`config.mk`:
```
export PLATFORM = sky130hd
export DESIGN_NAME = ula_controlador
export DESIGN_NICKNAME = d
export VERILOG_FILES = /design/src/rtl/ula_controlador.sv
export SDC_FILE = /design/constraint.sdc
export NUM_CORES = 1
export LEC_CHECK = 0
export BUFFER_PORTS_ARGS = -buffer_cell sky130_fd_sc_hd__buf_4
export CORE_AREA = 2 2 67 69
export CTS_CLUSTER_DIAMETER = 100
export CTS_CLUSTER_SIZE = 40
export DETAILED_ROUTE_END_ITERATION = 6
export DIE_AREA = 0 0 69 71
export PLACE_DENSITY_LB_ADDON = 0.15
export SLEW_MARGIN = 20
export SYNTH_ARGS = -nofsm -noshare
export SYNTH_HDL_FRONTEND = slang
export SYNTH_SLANG_ARGS = --single-unit
```
`constraint.sdc`:
```
create_clock -name clk -period 2.7 [get_ports clk]
set_input_delay 0.27 -clock clk [delete_from_list [all_inputs] [get_ports clk]]
set_output_delay 0.27 -clock clk [all_outputs]
set_load 0.01 [all_outputs]
```
`src/rtl/ula_controlador.sv`:
```
// ula_controlador: valid/ready command front-end for the 2-bit ALU `ula`.
// Commands are queued in a FIFO, issued one at a time to the ALU, and each
// 3-bit result is held on a valid/ready result port until accepted.
// Optional feature: define ULA_CTRL_ACC_EN to add the cmd_acc port and a
// 2-bit accumulator that can replace operand A for operation chaining.
module ula_controlador #(
  parameter int PROFUNDIDADE = 4
) (
  input  logic                            clk,
  input  logic                            rst,
  input  logic                            cmd_valid,
  output logic                            cmd_ready,
  input  logic [3:0]                      cmd_sel,
  input  logic [1:0]                      cmd_a,
  input  logic                            cmd_b,
`ifdef ULA_CTRL_ACC_EN
  input  logic                            cmd_acc,
`endif
  output logic [3:0]                      ula_sel,
  output logic [1:0]                      ula_a,
  output logic                            ula_b,
  input  logic [2:0]                      ula_saida,
  output logic                            res_valid,
  input  logic                            res_ready,
  output logic [2:0]                      res_dado,
  output logic [3:0]                      res_sel,
  output logic                            res_erro,
  output logic [$clog2(PROFUNDIDADE):0]   nivel
);

  localparam int AW = $clog2(PROFUNDIDADE);
  localparam int NW = AW + 1;

  typedef enum logic [1:0] {OCIOSO, EMITE, ENTREGA} estado_t;

  estado_t         estado;
  logic [AW-1:0]   wr_ptr;
  logic [AW-1:0]   rd_ptr;
  logic [3:0]      mem_sel [PROFUNDIDADE];
  logic [1:0]      mem_a   [PROFUNDIDADE];
  logic            mem_b   [PROFUNDIDADE];
  logic            push;
  logic            pop;
  logic            erro;
  logic [1:0]      prox_a;

  assign cmd_ready = (nivel != NW'(PROFUNDIDADE));
  assign push      = cmd_valid & cmd_ready;
  assign pop       = (nivel != '0) &&
                     ((estado == OCIOSO) || ((estado == ENTREGA) && res_ready));
  assign erro      = (ula_sel == 4'b0011) && (ula_b == 1'b0);

`ifdef ULA_CTRL_ACC_EN
  logic       mem_acc [PROFUNDIDADE];
  logic [1:0] acc;

  // Storage for the accumulator-select flag of each queued entry
  always_ff @(posedge clk) begin
    if (push) mem_acc[wr_ptr] <= cmd_acc;
  end

  // On a back-to-back pop in ENTREGA the accumulator is being loaded on the
  // same edge, so the value it is about to receive (res_dado) is used directly.
  always_comb begin
    prox_a = mem_a[rd_ptr];
    if (mem_acc[rd_ptr]) prox_a = (estado == ENTREGA) ? res_dado[1:0] : acc;
  end
`else
  // Operand A always comes from the queued entry
  always_comb begin
    prox_a = mem_a[rd_ptr];
  end
`endif

  // FIFO storage write port
  always_ff @(posedge clk) begin
    if (push) begin
      mem_sel[wr_ptr] <= cmd_sel;
      mem_a[wr_ptr]   <= cmd_a;
      mem_b[wr_ptr]   <= cmd_b;
    end
  end

  // FIFO pointers and occupancy; pointers wrap naturally (power-of-two depth)
  always_ff @(posedge clk) begin
    if (rst) begin
      wr_ptr <= '0;
      rd_ptr <= '0;
      nivel  <= '0;
    end else begin
      if (push) wr_ptr <= wr_ptr + 1'b1;
      if (pop)  rd_ptr <= rd_ptr + 1'b1;
      case ({push, pop})
        2'b10:   nivel <= nivel + 1'b1;
        2'b01:   nivel <= nivel - 1'b1;
        default: nivel <= nivel;
      endcase
    end
  end

  // Issue/capture/deliver FSM with registered ALU and result outputs
  always_ff @(posedge clk) begin
    if (rst) begin
      estado    <= OCIOSO;
      ula_sel   <= '0;
      ula_a     <= '0;
      ula_b     <= 1'b0;
      res_valid <= 1'b0;
      res_dado  <= '0;
      res_sel   <= '0;
      res_erro  <= 1'b0;
`ifdef ULA_CTRL_ACC_EN
      acc       <= '0;
`endif
    end else begin
      case (estado)
        OCIOSO: begin
          if (pop) begin
            ula_sel <= mem_sel[rd_ptr];
            ula_a   <= prox_a;
            ula_b   <= mem_b[rd_ptr];
            estado  <= EMITE;
          end
        end
        EMITE: begin
          res_dado  <= erro ? 3'b000 : ula_saida;
          res_sel   <= ula_sel;
          res_erro  <= erro;
          res_valid <= 1'b1;
          estado    <= ENTREGA;
        end
        ENTREGA: begin
          if (res_ready) begin
            res_valid <= 1'b0;
`ifdef ULA_CTRL_ACC_EN
            acc       <= res_dado[1:0];
`endif
            if (pop) begin
              ula_sel <= mem_sel[rd_ptr];
              ula_a   <= prox_a;
              ula_b   <= mem_b[rd_ptr];
              estado  <= EMITE;
            end else begin
              estado  <= OCIOSO;
            end
          end
        end
        default: estado <= OCIOSO;
      endcase
    end
  end

endmodule
```
==> results_dict.tcl <==
set metrics [dict create \
    outcome "completed" \
    core-area_mm2 0.00420 \
    cts_root_buf "clkbuf_8" \
    crit_chain "or3b_1 -> nand2_1 -> ha_1 -> inv_1 -> fa_1 -> xor2_1 -> or3_1 -> a21oi_1" \
    cts_tree "done" \
    n_antenna_cell 0 \
    nNetsFinal 215 \
    synth_area_leaders "edfxtp_1 38%, dfxtp_1 25%, mux4_2 7.2%" \
    postCtsHoldBufs 0 \
    setup_viol 0 \
    met3_usage 0.0556 \
    hold_path.class "primary input to flip-flop" \
    num_vias 1330 \
    ys_seq_area_frac 0.630 \
    synth_area_mm2 0.00219 \
    cts_buffers 5 \
    finalWeightedCongestion 0.837 \
    drtPass1Iterations 4 \
    synthTopCellsByCount "28 x edfxtp_1, 27 x dfxtp_1, 15 x a21oi_1" \
    postRouteAntennaNets 0 \
    end_kind "flip-flop" \
    synth_top_area_share 0.384 \
    area_growth_pct 16.4 \
    rows 24 \
    synth_nets 184 \
    dpl.hpwl_mm 2.81 \
    cp.arrival_ns 2.59 \
    cts_max_path_buffers 2 \
    postCtsSetupBuffers 0 \
    hold_ws_ns 0.169 \
    die_y_um 71 \
    slowest_stage "or3b_1" \
    endpoint "nivel[2]$_SDFFE_PP0P_" \
    synth_top_area_cell "edfxtp_1" \
    overflow 0 \
    clkTransAtPathRegs_ns 0.09 \
    die-width_um 69 \
    drcViolationCount 0 \
    setup_tns_ns 0 \
    dieArea_mm2 0.00490 \
    cpPeakStageDelay_ns 0.51 \
    gr-usage-met1 0.221 \
    hold_violations 0 \
    rr_worst_depth 8 \
    synth_edf_count 28 \
    clock.fmax_ghz 0.422 \
    worst_pin_slew_ns 0.529 \
    viasPerCell 5.36 \
    ys_types 33 \
    synthesis.yosys.warnings 0 \
    r2r_slack_ns 0.33 \
    start_util 0.521 \
    track_usage 0.172 \
    post_drt_wl_per_cell_um 15.4 \
    grt_pass1_wl_mm 6.65 \
    clock_latency_ns 0.30 \
    htree_levels 2 \
    dr.first_iter.drc_count 71 \
    post-route-min-period_ns 2.37 \
    wirelength_mm 3.82 \
    timing.slew.headroom 0.647 \
    layout_worst_path_cycle_share 0.877 \
    r2r_end "nivel[2]$_SDFFE_PP0P_" \
    rsz0062_at_grt "false" \
    syn_avg_cell_area_um2 13.4 \
    p_leak_nw 0.930 \
    power_density_mw_per_mm2 932 \
    final.setup_skew_ns 0.00512 \
    post_cts_resized 0 \
    synthCells 164 \
    synthArstFlopShare 0 \
    antenna_found_initial 0 \
    grtUsageMet2 0.284 \
    path_max_fanout 10 \
    port_buffers 33 \
    ys_ff_latch 55 \
    peakVddDrop_v 0.000423 \
    crit_path_start_kind "flip-flop" \
    grt_busiest_layer "met2" \
    grt_pass1_vias 1384 \
    drv_cap 0 \
    pre_cts_ws_ns 0.347 \
    criticalPathCategory "flip-flop to flip-flop" \
    cts.sink_count 55 \
    pin_count 34 \
    r2r-start "nivel[2]$_SDFFE_PP0P_" \
    cp-startpoint "nivel[2]$_SDFFE_PP0P_" \
    post-synth-top-count-cell "edfxtp_1" \
    slew_violations 0 \
    grt_max_degree 28 \
    drive_gt1_frac 0.265 \
    worstPathRequired_ns 2.92 \
    worst_slack_ns 0.331 \
    synth_top_flop_cell "edfxtp_1" \
]
layout by cell type (no fill, tap or decap), types with 5 or more instances in the layout:
cell type	Yosys	layout
a21oi_1	15	15
buf_4	0	34
clkbuf_8	0	5
dfxtp_1	27	27
edfxtp_1	28	28
ha_1	5	5
inv_1	6	6
mux4_2	7	7
nand2_1	14	14
nand2b_1	8	8
o2bb2ai_1	7	7
per-layer routing:
| layer | up-vias | routed length, um | part of all wire |
|---|---|---|---|
| met5 | - | 0 | 0 |
| met2 | 33 | 1890 | 0.49 |
| met1 | 634 | 1720 | 0.45 |
| li1 | 659 | - | - |
| met3 | 4 | 187 | 0.049 |
| met4 | 0 | 28 | 0.0073 |
critical path, delay by kind of cell, from the launching register on:
kind	cells	cell delay (ns)
AO/OA/AOI/OAI	1	0.17
XOR/XNOR	1	0.16
adder cells (fa/ha/maj)	2	0.55
buffers and inverters	1	0.06
flip-flops	1	0.40
AND/OR/NAND/NOR	3	0.95
stage by stage:
stage	power, mW	cells	util	area, um2
6_report	2.38	248	0.607	2550
4_1_cts	2.40	248	0.607	2550
5_1_grt	2.55	248	0.607	2550
2_1_floorplan	1.69	164	-	2190
3_5_place_dp	1.99	240	0.588	2470
3_3_place_gp	1.93	240	0.588	2470
worst min-delay path by stage:
stage / start / cells after the start / slack [ns] / end
floorplan: cmd_a[0] / 0 / 0.37 / mem_a[0][0]$_DFFE_PP_
global placement: res_dado[0]$_SDFFE_PP0P_ / 2 / 0.44 / res_dado[0]$_SDFFE_PP0P_
detailed placement: res_dado[2]$_SDFFE_PP0P_ / 2 / 0.45 / res_dado[2]$_SDFFE_PP0P_
CTS: cmd_sel[3] / 1 / 0.16 / mem_sel[3][3]$_DFFE_PP_
global route: cmd_a[0] / 1 / 0.16 / mem_a[3][0]$_DFFE_PP_
finish: cmd_sel[1] / 1 / 0.17 / mem_sel[0][1]$_DFFE_PP_
registers in the layout (all words and copies together), names as in the netlist, named ones only:
name and cells:
ula_a 2, res_erro 1, res_dado 3, ula_sel 4
nivel 3, res_valid 1, mem_sel 16, rd_ptr 2
res_sel 4, wr_ptr 2, ula_b 1, mem_b 4
mem_a 8, estado 2
where the power goes:
part | internal (mW) | total, mW | switching, mW
Sequential | 1.04 | 1.18 | 0.145
Combinational | 0.383 | 0.776 | 0.392
Clock | 0.183 | 0.421 | 0.238
Total | 1.60 | 2.38 | 0.775
final cells by class:
cell class | instances | area (um2)
flip-flops and latches | 55 | 1380
multi-input cells | 93 | 747
clock inverters | 1 | 5.00
well taps | 52 | 65.1
fillers | 323 | 1650
repair buffers | 34 | 255
clock buffers | 7 | 76.3
inverters | 6 | 22.5
cells by family (layout without fill, tap and decap cells):
logic type | Yosys count | in the layout | share of synthesized area
simple gates | 47 | 47 | 0.129
xor+xnor | 2 | 2 | 0.00799
fa+ha+maj | 6 | 6 | 0.0377
flops | 55 | 55 | 0.630
buf+inv | 16 | 48 | 0.0291
mux | 8 | 8 | 0.0771
compound gates | 30 | 30 | 0.0890
Note: power is estimated with default switching activity, not from simulation.
